`config.mk`:
```
export PLATFORM = sky130hd
export DESIGN_NAME = seq_restoring_divider
export DESIGN_NICKNAME = d
export VERILOG_FILES = /design/src/rtl/divider_pkg.sv /design/src/rtl/div_step.sv /design/src/rtl/seq_restoring_divider.sv
export SDC_FILE = /design/constraint.sdc
export NUM_CORES = 1
export LEC_CHECK = 0
export ABC_AREA = 1
export ABC_CLOCK_PERIOD_IN_PS = 2300
export CAP_MARGIN = 25
export CORE_ASPECT_RATIO = 0.8
export CORE_MARGIN = 2
export CORE_UTILIZATION = 25
export CTS_BUF_LIST = sky130_fd_sc_hd__clkbuf_4
export DETAILED_ROUTE_END_ITERATION = 7
export PLACE_DENSITY = 0.5
export RECOVER_POWER = 25
export SLEW_MARGIN = 20
export SYNTH_ARGS = -nofsm -noshare
export SYNTH_HDL_FRONTEND = slang
export SYNTH_SLANG_ARGS = --single-unit
export TNS_END_PERCENT = 5
```
`constraint.sdc`:
```
create_clock -name clk -period 2.3 [get_ports clk]
set_clock_uncertainty 0.1 [all_clocks]
set_input_delay 0.23 -clock clk [delete_from_list [all_inputs] [get_ports clk]]
set_output_delay 0.23 -clock clk [all_outputs]
set_load 0.02 [all_outputs]
```
`src/rtl/divider_pkg.sv`:
```
// Shared definitions for the sequential restoring divider.
//   ST_*        : FSM state encoding (IDLE/RUN/DONE)
//   DEF_N_WIDTH : default dividend/quotient width
//   DEF_D_WIDTH : default divisor/remainder width
//   CNT_WIDTH   : step counter width (one count per quotient bit)
package divider_pkg;

    localparam int DEF_N_WIDTH = 32;
    localparam int DEF_D_WIDTH = 16;
    localparam int CNT_WIDTH   = $clog2(DEF_N_WIDTH);

    typedef enum logic [1:0] {
        ST_IDLE = 2'd0,
        ST_RUN  = 2'd1,
        ST_DONE = 2'd2
    } div_state_t;

endpackage

```
`src/rtl/div_step.sv`:
```
// One restoring-division step, purely combinational.
//   rem_i   : current partial remainder (D_WIDTH+1 bits, always < divisor)
//   bit_i   : next dividend bit, MSB first
//   div_i   : divisor
//   rem_o   : partial remainder after the step
//   q_bit_o : quotient bit produced by this step
module div_step
    import divider_pkg::*;
#(
    parameter int D_WIDTH = DEF_D_WIDTH
) (
    input  logic [D_WIDTH:0]   rem_i,
    input  logic               bit_i,
    input  logic [D_WIDTH-1:0] div_i,
    output logic [D_WIDTH:0]   rem_o,
    output logic               q_bit_o
);

    logic [D_WIDTH+1:0] shifted;
    logic [D_WIDTH+1:0] trial;
    logic               neg;

    // shifted < 2*divisor, so the top bit of the trial difference is a
    // reliable sign: set only when the subtraction wrapped.
    assign shifted = {rem_i, bit_i};
    assign trial   = shifted - {2'b00, div_i};
    assign neg     = trial[D_WIDTH+1];

    assign q_bit_o = ~neg;
    assign rem_o   = neg ? shifted[D_WIDTH:0] : trial[D_WIDTH:0];

endmodule

```
`src/rtl/seq_restoring_divider.sv`:
```
// Sequential unsigned restoring divider, one quotient bit per clock.
//   clk, rst     : clock and synchronous active-high reset
//   start        : begin a division (only looked at in IDLE)
//   dividend     : N_WIDTH-bit unsigned dividend, captured on accept
//   divisor      : D_WIDTH-bit unsigned divisor, captured on accept
//   busy         : high from the cycle after accept until done
//   done         : one-cycle pulse, results valid
//   quotient     : N_WIDTH-bit result, held until the next done
//   remainder    : D_WIDTH-bit result, held until the next done
//   div_by_zero  : captured divisor was zero (quotient all ones,
//                  remainder = low dividend bits)
//
// state   | meaning
// --------+------------------------------------------------------------
// IDLE    | waiting for start; results from the last operation held
// RUN     | one restoring step per cycle, N_WIDTH cycles
// DONE    | publish results, pulse done, back to IDLE
module seq_restoring_divider
    import divider_pkg::*;
#(
    parameter int N_WIDTH = DEF_N_WIDTH,
    parameter int D_WIDTH = DEF_D_WIDTH
) (
    input  logic               clk,
    input  logic               rst,
    input  logic               start,
    input  logic [N_WIDTH-1:0] dividend,
    input  logic [D_WIDTH-1:0] divisor,
    output logic               busy,
    output logic               done,
    output logic [N_WIDTH-1:0] quotient,
    output logic [D_WIDTH-1:0] remainder,
    output logic               div_by_zero
);

    localparam logic [CNT_WIDTH-1:0] LAST_STEP = CNT_WIDTH'(N_WIDTH - 1);

    div_state_t         state_q;
    logic [CNT_WIDTH-1:0] cnt_q;
    // Dividend bits shift out of the top while quotient bits shift in at
    // the bottom; after N_WIDTH steps this register holds the quotient.
    logic [N_WIDTH-1:0] dq_q;
    logic [D_WIDTH-1:0] div_q;
    logic [D_WIDTH:0]   rem_q;
    logic               dz_q;
    logic               busy_q;
    logic               done_q;
    logic [N_WIDTH-1:0] quot_q;
    logic [D_WIDTH-1:0] remd_q;
    logic               dzo_q;

    logic [D_WIDTH:0]   rem_d;
    logic               q_bit_d;

    div_step #(
        .D_WIDTH (D_WIDTH)
    ) u_step (
        .rem_i   (rem_q),
        .bit_i   (dq_q[N_WIDTH-1]),
        .div_i   (div_q),
        .rem_o   (rem_d),
        .q_bit_o (q_bit_d)
    );

    always_ff @(posedge clk) begin
        if (rst) begin
            state_q <= ST_IDLE;
            cnt_q   <= '0;
            dq_q    <= '0;
            div_q   <= '0;
            rem_q   <= '0;
            dz_q    <= 1'b0;
            busy_q  <= 1'b0;
            done_q  <= 1'b0;
            quot_q  <= '0;
            remd_q  <= '0;
            dzo_q   <= 1'b0;
        end else begin
            done_q <= 1'b0;
            case (state_q)
                ST_IDLE: begin
                    if (start) begin
                        dq_q    <= dividend;
                        div_q   <= divisor;
                        rem_q   <= '0;
                        cnt_q   <= '0;
                        dz_q    <= (divisor == '0);
                        busy_q  <= 1'b1;
                        state_q <= (divisor == '0) ? ST_DONE : ST_RUN;
                    end
                end
                ST_RUN: begin
                    dq_q  <= {dq_q[N_WIDTH-2:0], q_bit_d};
                    rem_q <= rem_d;
                    if (cnt_q == LAST_STEP) begin
                        cnt_q   <= '0;
                        state_q <= ST_DONE;
                    end else begin
                        cnt_q <= cnt_q + CNT_WIDTH'(1);
                    end
                end
                ST_DONE: begin
                    done_q  <= 1'b1;
                    busy_q  <= 1'b0;
                    dzo_q   <= dz_q;
                    // On divide by zero dq_q still holds the untouched dividend.
                    quot_q  <= dz_q ? '1 : dq_q;
                    remd_q  <= dz_q ? dq_q[D_WIDTH-1:0] : rem_q[D_WIDTH-1:0];
                    state_q <= ST_IDLE;
                end
                default: begin
                    state_q <= ST_IDLE;
                end
            endcase
        end
    end

    assign busy        = busy_q;
    assign done        = done_q;
    assign quotient    = quot_q;
    assign remainder   = remd_q;
    assign div_by_zero = dzo_q;

endmodule

```
# Word-level counts from Yosys, hierarchy flattened
# Cells that the tools add are included.
dict set report word_totals {
  register_bits 124
  mem_bits_rw 0
  mem_bits_ro 0
  latchBits 0
  in_bits 51
  n_memories 0
  out_inout_bits 51
}
dict set report op_classes {
  multipliers 0
  addsub 2
  n_reduce_logical 8
  bitwise 1
  eq_ne 5
  order_cmp 0
  n_shift 0
  div_mod_pow 0
  muxes 17
}
# cell count
set ops {}
lappend ops {{32-bit 2-to-1 mux} 2}
lappend ops {{32-bit one-hot mux with 2 select lines} 1}
lappend ops {{17-bit 2-to-1 mux} 2}
lappend ops {{17-bit one-hot mux with 2 select lines} 1}
lappend ops {{18-bit by 16-bit subtractor with 18-bit output} 1}
lappend ops {{16-bit logical NOT} 1}
lappend ops {{16-bit 2-to-1 mux} 1}
lappend ops {{5-bit 2-to-1 mux} 2}
lappend ops {{5-bit one-hot mux with 2 select lines} 1}
lappend ops {{2-bit AND reduction} 4}
lappend ops {{2-bit 2-to-1 mux} 3}
lappend ops {{5-bit by 1-bit adder with 5-bit output, second input constant} 1}
lappend ops {{5-bit == test, second input constant} 1}
lappend ops {{2-bit inequality test, second input constant} 2}
lappend ops {{2-bit one-hot mux with 2 select lines} 1}
lappend ops {{2-bit nonzero test} 2}
lappend ops {{2-bit by 1-bit == test with 1-bit output, second input constant} 1}
lappend ops {{2-bit == test, second input constant} 1}
lappend ops {{2-bit logical NOT} 1}
lappend ops {{1-bit 2-to-1 mux} 2}
lappend ops {{1-bit one-hot mux with 2 select lines} 1}
lappend ops {{1-bit NOT} 1}

# Longest topological paths before layout
# Gate-level depths: netlist of the first run.
dict set report depth {
  word_depth 4
  mapped_depth 16
  ltp_nobuf 16
}

# Modules after synthesis
# From an unflattened synthesis of the first run, not the netlist that was laid out.
dict set report hier_totals {
  cells_unflattened 922
  hier_area_um2 6443.7
}
# mod seq_area_each_um2 cells_per_inst instances area_per_inst_um2
set modules_own_cells {}
lappend modules_own_cells {seq_restoring_divider 2482.4 621 1 4783.3}
lappend modules_own_cells {div_step 0.0 301 1 1660.3}

# Worst setup path before layout of the first run
# Ideal clock, no wire load.
dict set report synth_path {
  path_type {register to register}
  startpoint {register dq_q[31]}
  endpoint {register rem_q[8]}
  period_less_slack_ns 1.965
  path_slack_ns 0.335
  arrival_ns 1.794
  setup_ns 0.070
  path_stages_with_launch 14
  required_ns 2.130
  n_path_buf 0
  path_cell_list {dfxtp_1 inv_1 ha_1 fa_1 inv_1 nand3_1 nand2_1 nand2_1 nand3b_1 xor2_1 inv_1 nand2_4 nand3_2 a21oi_2}
}
dict set report synth_between {
  elab_chain_cells 3
}
# item line_no
set synth_lines {}
lappend synth_lines {{start, declared} seq_restoring_divider.sv:42} ;# logic [N_WIDTH-1:0] dq_q;
lappend synth_lines {{start signal, assigned} seq_restoring_divider.sv:83} ;# dq_q <= dividend;
lappend synth_lines {{start signal, assigned} seq_restoring_divider.sv:93} ;# dq_q <= {dq_q[N_WIDTH-2:0], q_bit_d};
lappend synth_lines {{18-bit by 16-bit subtractor with 18-bit output} div_step.sv:26} ;# assign trial = shifted - {2'b00, div_i};
lappend synth_lines {{17-bit 2-to-1 mux} div_step.sv:30} ;# assign rem_o = neg ? shifted[D_WIDTH:0] : trial[D_WIDTH:0];
lappend synth_lines {{17-bit one-hot mux with 2 select lines} seq_restoring_divider.sv:80} ;# case (state_q)
lappend synth_lines {{end signal, assigned} seq_restoring_divider.sv:94} ;# rem_q <= rem_d;
lappend synth_lines {{end, declared} seq_restoring_divider.sv:44} ;# logic [D_WIDTH:0] rem_q;
# Every way passes these cells.
# A chain may end at the register's enable or synchronous reset.

# Final worst setup path of the first run
dict set report layout_path {
  startpoint {register div_q[6]}
  endpoint {register rem_q[10]}
}
dict set report layout_between {
  elab_chain_cells 3
}
# item line_no
set layout_lines {}
lappend layout_lines {{start, declared} seq_restoring_divider.sv:43} ;# logic [D_WIDTH-1:0] div_q;
lappend layout_lines {{start signal, assigned} seq_restoring_divider.sv:84} ;# div_q <= divisor;
lappend layout_lines {{18-bit by 16-bit subtractor with 18-bit output} div_step.sv:26}
lappend layout_lines {{17-bit 2-to-1 mux} div_step.sv:30}
lappend layout_lines {{17-bit one-hot mux with 2 select lines} seq_restoring_divider.sv:80}
# Every way passes these cells.

==> results_dict.tcl, run 1 <==
set metrics [dict create \
    status "finished, final reports clean" \
    antenna_found_initial 0 \
    grt_overflow_total 0 \
    p_sw_mw 5.53 \
    holdCritPathClass "in2reg" \
    cp-end-kind "flop" \
    syn_inst 873 \
    critPathRequiredTime_ns 2.62 \
    rows 52 \
    dpl.hpwl_um 13800 \
    p_per_area_nw_per_um2 1420 \
    cp_max_fo 12 \
    fill_cells 2731 \
    p_int_mw 6.30 \
    synth_area_um2 6410 \
    finalSetupViolations 0 \
    grt_max_degree 49 \
    dp_cells 1280 \
    critPathKind "reg2reg" \
    syn_nets 943 \
    period_needed_ns 2.16 \
    clkPwrFrac_pct 14.8 \
    routed_wl_um 19200 \
    yosysTopAreaCell "dfxtp_1" \
    die-height_um 147 \
    synth-edff-count 0 \
    die-area_um2 27000 \
    io_pins 102 \
    portBuffers 101 \
    multi_input_area_um2 3360 \
    max_slew_margin_pct 52.0 \
    gp_congestion 0.880 \
    clk_pin_slew_ns 0.13 \
    synthArstFlopShare_pct 0 \
    cts_tree "done" \
    ir_drop_mv 0.835 \
    drt_first_pass_iters 4 \
    seqPwrFrac_pct 22.9 \
    ys_warn_count 0 \
    synth_flop_cell "dfxtp_1" \
    viasPerCell 4.59 \
    start_util_pct 25.4 \
    clockRootBuffer "clkbuf_4" \
    ys_types 38 \
    period_share_pct 93.9 \
    drv_slew 0 \
    fin_setup_tns_ns 0 \
    synth_seq_area_share_pct 38.7 \
    synth_top_area_share_pct 38.7 \
    synthToLayoutAreaGrowth_pct 30.3 \
    drt-wirelength-per-cell_um 14.5 \
    stdcell_count 1320 \
    cts.sinks 124 \
    ys_ff_latch 124 \
    num_antenna_cells 0 \
    crit_path_start_kind "flop" \
    worstPathArrival_ns 2.48 \
    p_sw_share_pct 46.8 \
    drc 0 \
    whs_ns 0.242 \
    cellLeakagePower_nw 3.53 \
    cts_max_level 4 \
    max_freq_ghz 0.463 \
    worst_pin_slew_ns 0.718 \
    final_area_um2 8350 \
    clk_latency_ns 0.53 \
    synth_area_per_cell_um2 7.35 \
    via_count 6063 \
    drv_cap 0 \
    nets 1053 \
    netlist_top_cells_area "dfxtp_1 (39%), nand2_1 (8.8%), a211oi_1 (7.4%), inv_1 (6.0%), nand3_1 (5.7%)" \
    cts_buffers 17 \
    core_area_um2 25200 \
    place_area_um2 7870 \
    seq_area_um2 2490 \
    die_w_um 183 \
    cts_max_path_buffers 2 \
    pwr-share-comb_pct 62.3 \
    final_hold_viol_count 0 \
    grtUsageTotal_pct 14.6 \
    grt_pass1_vias 5937 \
    grt_pass1_wl_um 31000 \
    drtIter0Drc 287 \
    final_layout_size_suffix_gt1_share_pct 15.8 \
    ant_nets 0 \
]
-- stage by stage --
stage                     util (%)  worst slack [ns]  power (mW)
final                         33.1             0.140        11.8
after CTS                     32.5           0.00668        11.1
after floorplan                  -             0.335        7.89
after detailed placement      31.2            0.0105        9.18
after global routing          33.1         -0.000124        12.9
after global placement        31.2           0.00340        9.21
-- layout make-up --
cell class              count  share of cell area [%]
multi-input cells         587                    40.3
flip-flops and latches    124                    29.8
repair buffers            142                    16.2
inverters                 111                    4.99
well taps                 324                    4.85
clock inverters            15                    2.35
clock buffers              17                    1.53
-- timing repair --
action | CTS | global route
gates resized for setup | 2 | 28
hold buffers | 1 | 0
endpoints found under the setup margin | 7 | 17
endpoints found under the hold margin | 6 | 0
pin swaps | 0 | 4
buffers inserted | 0 | 7
-- kinds of logic (layout without fill, tap and decap cells) --
group	count (synthesis)	after routing	synth area share, %
adders and majority gates	19	19	3.82
xor gates and xnor gates	8	8	1.09
AOI/OAI and AO/OA	216	216	20.1
DFF	124	124	38.7
buffers and inverters	162	285	10.3
and+or+nand+nor	344	344	26.0
-- cells in the mapped netlist, types with 4 or more instances --
| library cell | instances |
|---|---|
| a211oi_1 | 63 |
| a21oi_1 | 66 |
| a21oi_2 | 12 |
| buf_1 | 4 |
| buf_2 | 6 |
| clkbuf_1 | 35 |
| dfxtp_1 | 124 |
| ha_1 | 18 |
| inv_1 | 102 |
| inv_2 | 8 |
| nand2_1 | 150 |
| nand2_2 | 8 |
| nand2_4 | 13 |
| nand3_1 | 73 |
| nand3_2 | 12 |
| nor2_1 | 61 |
| nor3_1 | 8 |
| nor4_1 | 5 |
| o21ai_0 | 70 |
| xor2_1 | 7 |
-- placed cells by master (no fill, tap or decap), types with 3 or more instances in the layout --
cell / n
nor3_1: 8
nand3b_1: 3
ha_1: 9
inv_1: 100
ha_2: 7
dfxtp_1: 119
buf_4: 31
clkbuf_2: 4
nand2_4: 12
nand3_2: 13
nand3_1: 72
inv_2: 10
a211oi_1: 63
xor2_1: 6
clkinv_2: 3
a21oi_1: 64
clkinvlp_4: 3
nor2_1: 60
nand2_2: 12
nor4_1: 5
o21ai_0: 70
bufinv_16: 4
clkdlybuf4s50_1: 100
nor2_2: 3
a21oi_2: 14
nand2_1: 146
clkbuf_4: 17
buf_12: 3
dfxtp_2: 5
-- path summary, 6_finish.rpt --
| path | startpoint | to | slack, ns | cells after the start |
|---|---|---|---|---|
| setup / recovery | div_q[6]$_SDFFE_PP0P_ | rem_q[10]$_SDFFE_PP0P_ | 0.14 | 14 |
| hold / removal | divisor[11] | div_q[11]$_SDFFE_PP0P_ | 0.24 | 3 |
| setup reg to reg | div_q[6]$_SDFFE_PP0P_ | rem_q[10]$_SDFFE_PP0P_ | 0.14 | 14 |
| hold reg to reg | div_q[12]$_SDFFE_PP0P_ | div_q[12]$_SDFFE_PP0P_ | 0.37 | 2 |
-- power by group through the flow --
stage	combinational, mW	sequential [mW]	clock (mW)
2_1_floorplan	5.19	2.70	0
3_3_place_gp	6.46	2.75	0
3_5_place_dp	6.43	2.75	0
4_1_cts	6.54	2.70	1.82
5_1_grt	8.27	2.75	1.91
6_report	7.37	2.71	1.75
-- metal layers --
layer | global-route usage (%) | wire [um] | vias to the layer above
met5 | 0 | 0 | -
met4 | 3.60 | 251 | 0
met3 | 3.37 | 745 | 19
met2 | 22.1 | 8230 | 108
met1 | 20.9 | 9930 | 2804
li1 | - | - | 3132
-- flip-flops by register name, summed over array words and instances (netlist names) --
signal and count:
done 1, quotient 32, cnt_q 5, remainder 16
dq_q 32, dz_q 1, busy 1, div_q 16
rem_q 17, state_q 2, div_by_zero 1
-- critical path, stage by stage (launching register included) --
cell and delay [ns]:
dfxtp_1 0.34, inv_1 0.05, ha_2 0.37, nand2_2 0.10, nor2_2 0.15, nand3_1 0.12, nand3_2 0.13, nand2_4 0.08
nand2_4 0.09, nand2_8 0.07, nand2_8 0.12, buf_4 0.17, nand2_4 0.05, nand3_2 0.05, a21oi_2 0.05
No activity file was read; power rests on OpenSTA's default activity.
==> inputs of run 2 (changes only) <==
--- a/config.mk
+++ b/config.mk
@@ -10,12 +10,12 @@
 export CAP_MARGIN = 25
 export CORE_ASPECT_RATIO = 0.8
 export CORE_MARGIN = 2
-export CORE_UTILIZATION = 25
+export CORE_UTILIZATION = 34
 export CTS_BUF_LIST = sky130_fd_sc_hd__clkbuf_4
 export DETAILED_ROUTE_END_ITERATION = 7
-export PLACE_DENSITY = 0.5
+export PLACE_DENSITY = 0.62
 export RECOVER_POWER = 25
-export SLEW_MARGIN = 20
+export SLEW_MARGIN = 15
 export SYNTH_ARGS = -nofsm -noshare
 export SYNTH_HDL_FRONTEND = slang
 export SYNTH_SLANG_ARGS = --single-unit
==> run 2 against run 1 <==
- cell area decreased by 3.1%
- first-iteration DRC count grew 43%
- die area shrank 26%
- flip-flop and latch count did not move
- critical path type unchanged
- largest cell class unchanged
- highest routed layer unchanged
==> results_dict.tcl, run 2 (same netlist as run 1, synthesis figures left out) <==
set metrics [dict create \
    status "finished, final reports clean" \
    ff2ff_setup_slack_ns 0.11 \
    whs_ns 0.244 \
    nets 1037 \
    post_cts_buffers 0 \
    grt_pass1_vias 5481 \
    stdcell_count 1233 \
    setup_slack_ns 0.105 \
    cts_tree "done" \
    timing.rr.end "rem_q[13]$_SDFFE_PP0P_" \
    die-height_um 127 \
    drv_cap 0 \
    crit_path_start_kind "flop" \
    cp-end-kind "flop" \
    clk_latency_ns 0.54 \
    clockRootBuffer "clkbuf_4" \
    portBuffers 101 \
    fill_cells 1859 \
    period_needed_ns 2.19 \
    cts_buffers 17 \
    die_w_um 158 \
    drv_slew 0 \
    fin_setup_tns_ns 0 \
    p_per_area_nw_per_um2 1350 \
    grt_max_degree 55 \
    hold-path-endpoint "div_q[5]$_SDFFE_PP0P_" \
    cts_max_path_buffers 2 \
    worstPathArrival_ns 2.58 \
    dp_cells 1200 \
    ant_nets 0 \
    dp_slack_ns 0.0452 \
    grt_pass1_wl_um 28500 \
    drtIter0Drc 409 \
    viasPerCell 4.88 \
    max_slew_margin_pct 52.7 \
    power_mw 10.9 \
    r2r_start "rem_q[2]$_SDFFE_PP0P_" \
    cp_max_fo 5 \
    rsz0062_at_grt "false" \
    ir_drop_mv 1.11 \
    num_antenna_cells 0 \
    p_sw_share_pct 49.3 \
    gp_congestion 0.929 \
    whs_path_depth 3 \
    final_hold_viol_count 0 \
    drt_first_pass_iters 5 \
    drt-wirelength-per-cell_um 14.4 \
    via_count 6012 \
    drc 0 \
    p_int_mw 5.55 \
    p_sw_mw 5.40 \
    clkPwrFrac_pct 15.1 \
    die-area_um2 20000 \
    core_area_um2 18300 \
    final_common_cell "nand2_1" \
    worst_pin_slew_ns 0.707 \
    place_area_um2 7720 \
    finalSetupViolations 0 \
    period_share_pct 95.4 \
    clk_pin_slew_ns 0.12 \
    critPathKind "reg2reg" \
    dpl.hpwl_um 12800 \
    routed_wl_um 17800 \
    grt_overflow_total 0 \
    grtUsageTotal_pct 18.1 \
    hold_start "divisor[5]" \
    cellLeakagePower_nw 3.44 \
    synthToLayoutAreaGrowth_pct 26.2 \
    max_freq_ghz 0.456 \
    pwr-share-comb_pct 60.1 \
    start_util_pct 35.0 \
    final_layout_size_suffix_gt1_share_pct 13.1 \
    mostFrequentLayoutCells "nand2_1 (148), dfxtp_1 (120), inv_1 (104)" \
    antenna_found_initial 0 \
    r2r_cells 12 \
    critPathRequiredTime_ns 2.68 \
    cts.sinks 124 \
    final_area_um2 8090 \
    io_pins 102 \
    rows 44 \
    seqPwrFrac_pct 24.9 \
    holdCritPathClass "in2reg" \
    cts_max_level 4 \
    final_util_pct 44.1 \
]
run 2: cell count changes in the layout (fill, tap and decap cells not counted), sizes merged:
cell / delta
buf: -16
clkdlybuf4s50: -1
clkinvlp: +2
bufinv: -1
clkinv: -1
dlygate4sd3: +1
run 2: cell type report:
class	count	area [um2]	area share, %
clock buffers	17	128	1.58
clock inverters	15	173	2.13
inverters	111	417	5.15
multi-input cells	587	3340	41.3
flip-flops and latches	124	2490	30.7
well taps	253	317	3.91
repair buffers	126	1230	15.2
run 2: power by group through the flow:
| stage | registers (mW) | logic [mW] | clock network (mW) |
|---|---|---|---|
| after floorplan | 2.70 | 5.19 | 0 |
| after global placement | 2.75 | 6.23 | 0 |
| after detailed placement | 2.76 | 6.24 | 0 |
| after CTS | 2.71 | 6.31 | 1.70 |
| after global routing | 2.76 | 7.29 | 1.80 |
| final | 2.72 | 6.58 | 1.65 |
run 2: worst max-delay path, cell delays in order (launching register included):
cell and delay [ns]:
dfxtp_1 0.43, ha_1 0.33, nand2_2 0.14, inv_2 0.04
nand2_2 0.06, nand2_2 0.06, o21ai_0 0.47, nand2_1 0.11
nand2_1 0.07, nand2_1 0.09, nand2_4 0.08, nand3_2 0.06
a21oi_2 0.12
run 2: layer usage:
metal / vias to the layer above / track usage (%) / share of wire, %
li1: 3099 / - / -
met1: 2748 / 27.3 / 52
met2: 151 / 25.9 / 42
met3: 14 / 3.89 / 4.8
met4: 0 / 4.49 / 0.92
met5: - / 0 / 0
run 2: how the worst max path moves through the flow:
stage / endpoint / depth (start not counted) / slack, ns / start
2_1_floorplan: rem_q[8]$_SDFFE_PP0P_ / 13 / 0.34 / dq_q[31]$_SDFFE_PP0P_
3_3_place_gp: rem_q[14]$_SDFFE_PP0P_ / 11 / 0.04 / rem_q[6]$_SDFFE_PP0P_
3_5_place_dp: rem_q[3]$_SDFFE_PP0P_ / 11 / 0.05 / rem_q[6]$_SDFFE_PP0P_
4_1_cts: rem_q[2]$_SDFFE_PP0P_ / 12 / 0.01 / rem_q[7]$_SDFFE_PP0P_
5_1_grt: rem_q[2]$_SDFFE_PP0P_ / 14 / 0.009 / rem_q[2]$_SDFFE_PP0P_
6_report: rem_q[13]$_SDFFE_PP0P_ / 12 / 0.11 / rem_q[2]$_SDFFE_PP0P_
run 2: repair_timing:
action / CTS / global route
endpoints found under the setup margin: 1 / 17
gates resized for setup: 1 / 17
hold buffers: 1 / 0
hold endpoints to repair: 9 / 0
==> inputs of run 3 (changes only) <==
--- a/config.mk
+++ b/config.mk
@@ -6,14 +6,15 @@
 export NUM_CORES = 1
 export LEC_CHECK = 0
 export ABC_AREA = 1
-export ABC_CLOCK_PERIOD_IN_PS = 2300
+export ABC_CLOCK_PERIOD_IN_PS = 2000
 export CAP_MARGIN = 25
 export CORE_ASPECT_RATIO = 0.8
 export CORE_MARGIN = 2
 export CORE_UTILIZATION = 34
 export CTS_BUF_LIST = sky130_fd_sc_hd__clkbuf_4
 export DETAILED_ROUTE_END_ITERATION = 7
-export PLACE_DENSITY = 0.62
+export HOLD_SLACK_MARGIN = 0.08
+export PLACE_DENSITY = 0.64
 export RECOVER_POWER = 25
 export SLEW_MARGIN = 15
 export SYNTH_ARGS = -nofsm -noshare
==> constraint.sdc (replaced) <==
create_clock -name clk -period 2 [get_ports clk]
set_clock_uncertainty 0.1 [all_clocks]
set_input_delay 0.2 -clock clk [delete_from_list [all_inputs] [get_ports clk]]
set_output_delay 0.2 -clock clk [all_outputs]
set_load 0.02 [all_outputs]
==> run 3 against run 2 <==
- cell count rose by 4.1%
- utilization rose by 4.1 points
- highest routed layer unchanged
- largest power group unchanged
- the flow now finishes with violations (setup timing)
- cell area rose by 9.2%
- power rose by 38%
- first-iteration DRC count rose by 3.7%
==> results_dict.tcl, run 3 (same netlist as run 1, synthesis figures left out) <==
set metrics [dict create \
    critPathRequiredTime_ns 2.36 \
    drt-wirelength-per-cell_um 14.5 \
    p_per_area_nw_per_um2 1710 \
    max_slew_margin_pct 57.5 \
    dpl.hpwl_um 13000 \
    cts.sinks 124 \
    seq_area_um2 2500 \
    rows 44 \
    p_sw_share_pct 44.6 \
    ir_drop_mv 0.978 \
    r2r_start "rem_q[9]$_SDFFE_PP0P_" \
    critPathKind "reg2reg" \
    worst_pin_slew_ns 0.637 \
    grt_pass1_vias 5834 \
    grt_pass1_wl_um 29600 \
    clockRootBuffer "clkbuf_4" \
    portBuffers 101 \
    whs_path_depth 3 \
    gp_congestion 0.928 \
    grt_max_degree 61 \
    mostFrequentLayoutCells "nand2_1 (138), dfxtp_1 (112), clkdlybuf4s50_1 (100)" \
    crit_path_start "rem_q[9]$_SDFFE_PP0P_" \
    nets 1089 \
    ff2ff_setup_slack_ns -0.02 \
    max_freq_ghz 0.496 \
    cellLeakagePower_nw 3.76 \
    die-area_um2 20000 \
    p_sw_mw 6.75 \
    routed_wl_um 18600 \
    violations "setup timing" \
    whs_ns 0.194 \
    p_int_mw 8.38 \
    viasPerCell 4.78 \
    synthToLayoutAreaGrowth_pct 37.8 \
    cts_tree "done" \
    hold-path-endpoint "dq_q[0]$_SDFFE_PP0P_" \
    status "complete, but fails checks" \
    rsz0062_at_grt "true" \
    cp-end-kind "flop" \
    drc 0 \
    fill_cells 1823 \
    cts_max_path_buffers 2 \
    pwr-share-comb_pct 65.4 \
    core_area_um2 18300 \
    grtUsageTotal_pct 18.6 \
    clk_latency_ns 0.53 \
    final_layout_size_suffix_gt1_share_pct 21.6 \
    io_pins 102 \
    holdCritPathClass "in2reg" \
    setup_slack_ns -0.0173 \
    crit_path_start_kind "flop" \
    cp_slowest_stage_delay_ns 0.36 \
    worstPathArrival_ns 2.38 \
    die-height_um 127 \
    final_util_pct 48.2 \
    period_needed_ns 2.02 \
    cts_buffers 17 \
    die_w_um 158 \
    ant_nets 0 \
    timing.rr.end "rem_q[11]$_SDFFE_PP0P_" \
    antenna_found_initial 0 \
    clkPwrFrac_pct 13.9 \
    start_util_pct 35.0 \
    final_common_cell "nand2_1" \
    clk_pin_slew_ns 0.11 \
    drv_slew 0 \
    crit_slowest_cell "dfxtp_2" \
    num_antenna_cells 0 \
    period_share_pct 101 \
    drtIter0Drc 424 \
    cts_max_level 4 \
    via_count 6140 \
    cp_max_fo 4 \
    hold_start "dividend[0]" \
    grt_overflow_total 0 \
    seqPwrFrac_pct 20.7 \
    multi_input_area_um2 3570 \
    path_cells "ha_4, nand2_2, nand2_2, a21oi_4, nor2_4, nor2_4, nand2_4, nand2_8, nand2_8, clkbuf_16, nand2_4, nand3_2, a21oi_2" \
    r2r_cells 13 \
    fin_setup_tns_ns -0.0514 \
    finalSetupViolations 5 \
    drv_cap 0 \
    drt_first_pass_iters 4 \
    final_hold_viol_count 0 \
]
## run 3: critical path: cells and delay by family, from the launching register on
| family | cells | cell delay, ns |
|---|---|---|
| AOI/OAI and AO/OA | 2 | 0.31 |
| adders and majority gates | 1 | 0.25 |
| buffers and inverters | 1 | 0.17 |
| DFF | 1 | 0.36 |
| and+or+nand+nor | 9 | 0.74 |
## run 3: stage by stage
step	instances	power, mW	worst slack (ns)	area [um2]
global placement	1247	11.7	-0.0646	8140
global route	1284	16.3	-0.170	8840
floorplan	873	9.07	0.0354	6410
CTS	1282	14.5	-0.0266	8730
detailed placement	1247	11.7	-0.109	8140
finish	1284	15.1	-0.0173	8840
## run 3: worst max path at each step
stage | to | slack (ns) | cells past startpoint
global route | rem_q[14]$_SDFFE_PP0P_ | -0.17 | 16
detailed placement | rem_q[8]$_SDFFE_PP0P_ | -0.11 | 13
CTS | rem_q[14]$_SDFFE_PP0P_ | -0.03 | 14
floorplan | rem_q[8]$_SDFFE_PP0P_ | 0.04 | 13
global placement | rem_q[8]$_SDFFE_PP0P_ | -0.06 | 13
finish | rem_q[11]$_SDFFE_PP0P_ | -0.02 | 13
## run 3: timing repair
action                                  in CTS  in global routing
setup buffers                                3                  1
gates cloned                                 0                  1
resized for setup                           48                 21
hold buffers                                 1                  0
pin swaps                                   18                 12
endpoints found under the hold margin       44                  0
endpoints found under the setup margin      18                 18
## run 3: layout make-up
cell class	instances	share of cell area [%]
sequential	124	28.3
clock buffer	19	1.61
multi-input combinational	587	40.4
inverter	111	4.71
timing repair buffer	178	19.2
tap	253	3.58
clock inverter	12	2.21
## run 3: power groups by stage
stage	Combinational (mW)	Sequential (mW)	Clock (mW)
global route	10.8	3.17	2.27
finish	9.90	3.13	2.11
CTS	9.18	3.13	2.15
floorplan	5.97	3.10	0
global placement	8.59	3.11	0
detailed placement	8.61	3.11	0
## run 3: metal layers
metal  global-route usage (%)  vias to the layer above  share of wire, %
met3                     3.18                       16               3.5
li1                         -                     3204                 -
met1                     26.6                     2803                52
met2                     29.0                      117                44
met4                     4.81                        0               1.0
met5                        0                        -                 0
